<file path="config.mk">
export PLATFORM = sky130hd
export DESIGN_NAME = mc_ctrl_fsm
export DESIGN_NICKNAME = d
export VERILOG_FILES = /design/src/rtl/mips_ctrl_pkg.sv /design/src/rtl/mc_perf_counters.sv /design/src/rtl/mc_ctrl_fsm.sv
export SDC_FILE = /design/constraint.sdc
export NUM_CORES = 1
export LEC_CHECK = 0
export CAP_MARGIN = 20
export CORE_ASPECT_RATIO = 0.7
export CORE_MARGIN = 2
export CORE_UTILIZATION = 49
export CTS_BUF_LIST = sky130_fd_sc_hd__clkbuf_8
export CTS_CLUSTER_DIAMETER = 50
export DETAILED_ROUTE_END_ITERATION = 12
export PLACE_DENSITY_LB_ADDON = 0.15
export REMOVE_ABC_BUFFERS = 1
export SLEW_MARGIN = 20
export SYNTH_ARGS = -nofsm -noshare
export SYNTH_HDL_FRONTEND = slang
export SYNTH_SLANG_ARGS = --single-unit
</file>
<file path="constraint.sdc">
create_clock -name clk -period 2.05 [get_ports clk]
set_clock_uncertainty 0.15 [all_clocks]
set_input_delay 0.41 -clock clk [delete_from_list [all_inputs] [get_ports clk]]
set_output_delay 0.41 -clock clk [all_outputs]
set_load 0.02 [all_outputs]
</file>
<file path="src/rtl/mips_ctrl_pkg.sv">
// Shared opcodes, state encoding and control-word layout for the multi-cycle MIPS sequencer.
// Pure declarations; no latency or flow control of its own.
package mips_ctrl_pkg;

  localparam logic [5:0] OP_RTYPE = 6'b000000;
  localparam logic [5:0] OP_LW    = 6'b100011;
  localparam logic [5:0] OP_SW    = 6'b101011;
  localparam logic [5:0] OP_BEQ   = 6'b000100;
  localparam logic [5:0] OP_JAL   = 6'b000011;

  localparam logic [1:0] ALU_SRC_B_RT      = 2'b00;
  localparam logic [1:0] ALU_SRC_B_FOUR    = 2'b01;
  localparam logic [1:0] ALU_SRC_B_IMM     = 2'b10;
  localparam logic [1:0] ALU_SRC_B_IMM_SH2 = 2'b11;

  localparam logic [1:0] PC_SRC_ALU    = 2'b00;
  localparam logic [1:0] PC_SRC_ALUOUT = 2'b01;
  localparam logic [1:0] PC_SRC_JUMP   = 2'b10;

  localparam logic [1:0] ALUOP_ADD   = 2'b00;
  localparam logic [1:0] ALUOP_SUB   = 2'b01;
  localparam logic [1:0] ALUOP_FUNCT = 2'b10;

  typedef enum logic [3:0] {
    IDLE, FETCH, DECODE, EXEC_R, ALU_WB, MEMADR,
    MEM_RD, MEM_WB, MEM_WR, BRANCH, JAL
  } state_t;

  typedef struct packed {
    logic       mem_req;
    logic       mem_we;
    logic       iord;
    logic       ir_write;
    logic       pc_write;
    logic       pc_write_cond;
    logic [1:0] pc_source;
    logic       alu_src_a;
    logic [1:0] alu_src_b;
    logic [1:0] alu_op;
    logic       reg_dst;
    logic       mem_to_reg;
    logic       reg_write;
    logic       jal;
    logic       instr_done;
    logic       illegal_op;
  } ctrl_t;

  function automatic logic op_supported(input logic [5:0] op);
    return (op == OP_RTYPE) || (op == OP_LW) || (op == OP_SW) ||
           (op == OP_BEQ) || (op == OP_JAL);
  endfunction

endpackage

</file>
<file path="src/rtl/mc_perf_counters.sv">
// Busy-cycle and retired-instruction counters, wrapping modulo 2^PERF_W.
// Counts land one cycle after the qualifying cycle; never stalls anything.
module mc_perf_counters #(
  parameter int PERF_W = 32
) (
  input  logic              clk,
  input  logic              rst_n,
  input  logic              busy,
  input  logic              instr_done,
  output logic [PERF_W-1:0] cycle_cnt,
  output logic [PERF_W-1:0] retired_cnt
);

  always_ff @(posedge clk or negedge rst_n) begin
    if (!rst_n) begin
      cycle_cnt   <= '0;
      retired_cnt <= '0;
    end else begin
      if (busy)       cycle_cnt   <= cycle_cnt + 1'b1;
      if (instr_done) retired_cnt <= retired_cnt + 1'b1;
    end
  end

endmodule

</file>
<file path="src/rtl/mc_ctrl_fsm.sv">
// Multi-cycle MIPS control sequencer; controls decode combinationally from state (and mem_ready on handshakes).
// Memory phases stall until mem_ready, bounded by a watchdog; MC_CTRL_PERF_EN adds perf counters.
module mc_ctrl_fsm
  import mips_ctrl_pkg::*;
#(
  parameter int TIMEOUT_CYCLES = 255,
  parameter int PERF_W         = 32
) (
  input  logic       clk,
  input  logic       rst_n,
  input  logic       run,
  input  logic [5:0] opcode,
  input  logic       mem_ready,
  output logic       mem_req,
  output logic       mem_we,
  output logic       iord,
  output logic       ir_write,
  output logic       pc_write,
  output logic       pc_write_cond,
  output logic [1:0] pc_source,
  output logic       alu_src_a,
  output logic [1:0] alu_src_b,
  output logic [1:0] alu_op,
  output logic       reg_dst,
  output logic       mem_to_reg,
  output logic       reg_write,
  output logic       jal,
  output logic       instr_done,
  output logic       illegal_op,
  output logic       mem_timeout,
  output logic       busy
`ifdef MC_CTRL_PERF_EN
  ,
  output logic [PERF_W-1:0] cycle_cnt,
  output logic [PERF_W-1:0] retired_cnt
`endif
);

  localparam int WD_W = (TIMEOUT_CYCLES > 255) ? $clog2(TIMEOUT_CYCLES + 1) : 8;
  localparam logic [WD_W-1:0] WD_LAST = WD_W'((TIMEOUT_CYCLES > 0) ? TIMEOUT_CYCLES - 1 : 0);
  localparam bit WD_EN = (TIMEOUT_CYCLES > 0);

  state_t            state;
  ctrl_t             ctl;
  logic [WD_W-1:0]   wd_cnt;
  logic              wait_cyc;
  logic              wd_fire;

  always_comb begin
    ctl = '0;
    case (state)
      FETCH: begin
        ctl.mem_req   = 1'b1;
        ctl.alu_src_b = ALU_SRC_B_FOUR;
        ctl.alu_op    = ALUOP_ADD;
        ctl.pc_source = PC_SRC_ALU;
        ctl.ir_write  = mem_ready;
        ctl.pc_write  = mem_ready;
      end
      DECODE: begin
        ctl.alu_src_b  = ALU_SRC_B_IMM_SH2;
        ctl.alu_op     = ALUOP_ADD;
        ctl.illegal_op = !op_supported(opcode);
        ctl.instr_done = !op_supported(opcode);
      end
      EXEC_R: begin
        ctl.alu_src_a = 1'b1;
        ctl.alu_src_b = ALU_SRC_B_RT;
        ctl.alu_op    = ALUOP_FUNCT;
      end
      ALU_WB: begin
        ctl.reg_dst    = 1'b1;
        ctl.reg_write  = 1'b1;
        ctl.instr_done = 1'b1;
      end
      MEMADR: begin
        ctl.alu_src_a = 1'b1;
        ctl.alu_src_b = ALU_SRC_B_IMM;
        ctl.alu_op    = ALUOP_ADD;
      end
      MEM_RD: begin
        ctl.mem_req = 1'b1;
        ctl.iord    = 1'b1;
      end
      MEM_WB: begin
        ctl.mem_to_reg = 1'b1;
        ctl.reg_write  = 1'b1;
        ctl.instr_done = 1'b1;
      end
      MEM_WR: begin
        ctl.mem_req    = 1'b1;
        ctl.mem_we     = 1'b1;
        ctl.iord       = 1'b1;
        ctl.instr_done = mem_ready;
      end
      BRANCH: begin
        ctl.alu_src_a     = 1'b1;
        ctl.alu_src_b     = ALU_SRC_B_RT;
        ctl.alu_op        = ALUOP_SUB;
        ctl.pc_write_cond = 1'b1;
        ctl.pc_source     = PC_SRC_ALUOUT;
        ctl.instr_done    = 1'b1;
      end
      JAL: begin
        ctl.jal        = 1'b1;
        ctl.reg_write  = 1'b1;
        ctl.pc_write   = 1'b1;
        ctl.pc_source  = PC_SRC_JUMP;
        ctl.instr_done = 1'b1;
      end
      default: ;
    endcase
  end

  // The watchdog fires on the last permitted wait cycle, so the next cycle is already IDLE.
  assign wait_cyc = ctl.mem_req && !mem_ready;
  assign wd_fire  = WD_EN && wait_cyc && (wd_cnt == WD_LAST);

  always_ff @(posedge clk or negedge rst_n) begin
    if (!rst_n) begin
      state       <= IDLE;
      mem_timeout <= 1'b0;
      wd_cnt      <= '0;
    end else if (wd_fire) begin
      state       <= IDLE;
      mem_timeout <= 1'b1;
      wd_cnt      <= '0;
    end else begin
      wd_cnt <= wait_cyc ? wd_cnt + 1'b1 : '0;
      case (state)
        IDLE:   if (run && !mem_timeout) state <= FETCH;
        FETCH:  if (mem_ready) state <= DECODE;
        DECODE: begin
          case (opcode)
            OP_RTYPE:     state <= EXEC_R;
            OP_LW, OP_SW: state <= MEMADR;
            OP_BEQ:       state <= BRANCH;
            OP_JAL:       state <= JAL;
            default:      state <= run ? FETCH : IDLE;
          endcase
        end
        EXEC_R: state <= ALU_WB;
        MEMADR: state <= (opcode == OP_LW) ? MEM_RD : MEM_WR;
        MEM_RD: if (mem_ready) state <= MEM_WB;
        MEM_WR: if (mem_ready) state <= run ? FETCH : IDLE;
        ALU_WB, MEM_WB, BRANCH, JAL: state <= run ? FETCH : IDLE;
        default: state <= IDLE;
      endcase
    end
  end

  assign mem_req       = ctl.mem_req;
  assign mem_we        = ctl.mem_we;
  assign iord          = ctl.iord;
  assign ir_write      = ctl.ir_write;
  assign pc_write      = ctl.pc_write;
  assign pc_write_cond = ctl.pc_write_cond;
  assign pc_source     = ctl.pc_source;
  assign alu_src_a     = ctl.alu_src_a;
  assign alu_src_b     = ctl.alu_src_b;
  assign alu_op        = ctl.alu_op;
  assign reg_dst       = ctl.reg_dst;
  assign mem_to_reg    = ctl.mem_to_reg;
  assign reg_write     = ctl.reg_write;
  assign jal           = ctl.jal;
  assign instr_done    = ctl.instr_done;
  assign illegal_op    = ctl.illegal_op;
  assign busy          = (state != IDLE);

`ifdef MC_CTRL_PERF_EN
  mc_perf_counters #(.PERF_W(PERF_W)) u_perf (
    .clk         (clk),
    .rst_n       (rst_n),
    .busy        (busy),
    .instr_done  (ctl.instr_done),
    .cycle_cnt   (cycle_cnt),
    .retired_cnt (retired_cnt)
  );
`endif

endmodule
</file>
==> impl_results.md <==
- Status: complete, but fails checks
- Failing checks: negative setup slack
- Die area: 2600 um2
- CP Cell Sequence: buf_6, or4_1, a21o_1, o2111a_1, nand3b_1, buf_6
- Pleak: 0.835 nW
- Final Hold Viols: 0
- Core box area: 2120 um2
- RR Endpoint: state[1]
- Layout cells sized above 1: 44.5%
- Vias in the first global route: 1222
- Post-Synth XOR/XNOR Area: 5.68%
- Placed instance area: 1660 um2
- Worst Tran Pin Value: 0.564 ns
- Via Count: 1326
- Period utilisation layout: 108%
- Yosys warns: 0
- Post-Route WL: 3610 um
- Max-capacitance violation count: 0
- Fmax: 452 MHz
- Global placement routability congestion: 0.855
- EDFF count, synth: 0
- Clock-pin slew on the worst setup and hold paths: 0.06 ns
- Nets@finish: 222
- Worst Path Required: 1.49 ns
- R2R depth: 7
- Clk_lat worst skew: 0.26 ns
- Via density: 5.50
- Final ANT Viol Nets: 0
- Simple-gate share of the synthesized area: 33.5%
- Syn Inst Count: 138
- RSZ-0062 raised after global routing: true
- DRC Markers: 0
- Met1 usage: 36.7%
- # hold bufs at CTS: 0
- Grt peak-use layer: met2
- Critical path's most frequent cell: buf_6
- IO Port Bufs: 30
- Register area share after synthesis: 30.1%
- Clock Sinks: 13
- Final setup vio count: 2
- Highest-delay cell along the critical path: or4_1
- Tot GR Track Use: 28.7%
- Crit Path Max Fanout: 2
- Site Rows: 14
- Reg-to-Reg Start: state[0]
- CTS Root Cell: clkbuf_8
- Num CTS Buffers: 3
- Flop and latch count out of synthesis: 13
- Max stage delay on crit path: 0.51 ns
- Synthesis-to-finish area growth: 60.6%
- CTS tree: done
- Mapped cell area: 1080 um2
- Worst Setup Slack, final: -0.162 ns
- DRT Pass-1 Iters: 5
- Met3 usage: 7.93%
- P per Cell Area: 1110 nW/um2
- I/O pins: 31
- Crit path kind: input pin to primary output
- Met2 Use GR: 44.8%
- CTS H-Tree Depth: 1
- Worst setup path start: opcode[0]
- Initial Util: 50.9%
- Crit path to: instr_done
- Worst Hold Class: input pin to asynchronous set/reset pin
- Fraction of the mapped netlist area in adder cells: 2.32%
- Crit. End Element: primary output
- Minimum clock period: 2.21 ns
- Asr flop ratio synth: 100%
- Pwr Total: 1.92 mW
- Post-route cell area: 1730 um2
- Antenna cells: 0
- Die width: 60.1 um
- Final HPWL DP: 2660 um
- Synth unique cells: 48
- Multiplexer share of the synthesized area: 1.97%
- Largest net degree at the start of global routing: 14
- Max-slew violations: 0
- GRT overflow: 0
- Main combinational cell family by area after synthesis: simple AND/OR/NAND/NOR gates
- Worst R2R Setup Slack: 0.08 ns
- Clock buffer depth: 2
- Worst slew margin: 62.3%
- Die Y: 43.3 um
- VDD IR-drop max: 0.000562 V
- Routed WL per cell: 15.0 um
- Post-synthesis compound-gate area fraction: 18.3%
- Critical Path AT: 1.65 ns
- Initial antenna violation count: 0
- Avg Synthesized Cell Area: 7.82 um2
- Global-route wire length before repair: 5430 um
- Starting DRT DRC Count: 64
- Predominant post-synthesis flop cell: dfrtp_1
- Crit start category: input pin
- Fillers: 143
## layer usage
layer  share of wire [%]  vias to the layer above
met5                   0                        -
met4                 2.4                        0
met3                 6.1                       11
met2                  48                       45
met1                  43                      638
li1                    -                      632
## state kept, by name, indices dropped and copies added, names as in the netlist
signal       count
wd_cnt           8
state            4
mem_timeout      1
## report_power, final
group	switching, mW	internal [mW]
Combinational	0.694	0.634
Clock	0.102	0.135
Sequential	0.0624	0.297
## cells in the final DEF (no fill, tap or decap), drive strengths merged, types with 3 or more instances in the layout
cell type      Yosys  routed
xor2               6       6
clkbuf             0      11
nand2             18      18
dfrtp             13      13
buf                8      61
nor3               5       5
and3               3       3
nand3              9       9
a21oi              3       3
nor2b              3       3
nor2              20      20
clkdlybuf4s50      0       4
inv                5       4
nand2b             4       4
o21ai              6       6
## how the worst min path moves through the flow
stage / slack [ns] / depth (start not counted) / to
global route: 0.38 / 1 / mem_timeout
detailed placement: 0.35 / 1 / mem_timeout
CTS: 0.37 / 1 / mem_timeout
finish: 0.36 / 1 / wd_cnt[3]
floorplan: -0.04 / 0 / mem_timeout
global placement: 0.33 / 1 / mem_timeout
## worst max-delay path: cells and delay by family
family	cells	cell delay (ns)
simple gates	2	0.68
compound gates	2	0.33
buf+inv	2	0.23
## cells in the mapped netlist (all sizes together), types with 2 or more instances
master	count	area [um2]
nand2b	4	25.0
or2	2	12.5
buf	8	66.3
a21oi	3	15.0
dfrtp	13	325
or4	2	18.8
xor2	6	52.6
nand3	9	45.0
a21o	2	15.0
a31oi	2	12.5
ha	2	25.0
nor2	20	75.1
o21ai	6	30.0
nor2b	3	18.8
a22oi	2	15.0
a2bb2oi	2	17.5
inv	5	21.3
and3	3	18.8
nand2	18	72.6
nor3	5	25.0
## layout make-up
| cell class | instances | area (um2) | area share [%] |
|---|---|---|---|
| clock buffers | 3 | 41.3 | 2.38 |
| clock inverters | 1 | 5.00 | 0.289 |
| inverters | 5 | 31.3 | 1.80 |
| multi-input cells | 112 | 706 | 40.7 |
| flip-flops and latches | 13 | 328 | 18.9 |
| well taps | 32 | 40.0 | 2.31 |
| repair buffers | 75 | 583 | 33.6 |
## timing repair
action / 4_1_cts / 5_1_grt
hold endpoints to repair: 0 / 0
cloned: 0 / 1
pin swaps: 4 / 4
endpoints found under the setup margin: 21 / 16
buffers inserted: 2 / 3
resized for setup: 88 / 35
## cells by family (layout without fill, tap and decap cells)
family	count (synthesis)	in the layout
simple gates	73	73
compound gates	28	28
flops	13	13
buf+inv	13	84
xor+xnor	7	7
fa+ha+maj	2	2
mux	2	2
## metrics by stage
stage / cells / hold slack [ns] / TNS [ns] / setup WS [ns] / util [%]
finish: 241 / 0.356 / -0.270 / -0.162 / 81.8
floorplan: 130 / -0.0356 / -0.348 / -0.121 / -
detailed placement: 231 / 0.350 / -4.71 / -0.904 / 78.3
global placement: 231 / 0.330 / -4.31 / -0.862 / 78.3
CTS: 237 / 0.368 / -0.190 / -0.161 / 78.8
global route: 241 / 0.375 / -0.463 / -0.234 / 81.8
Power figures use the tool's default switching activity.
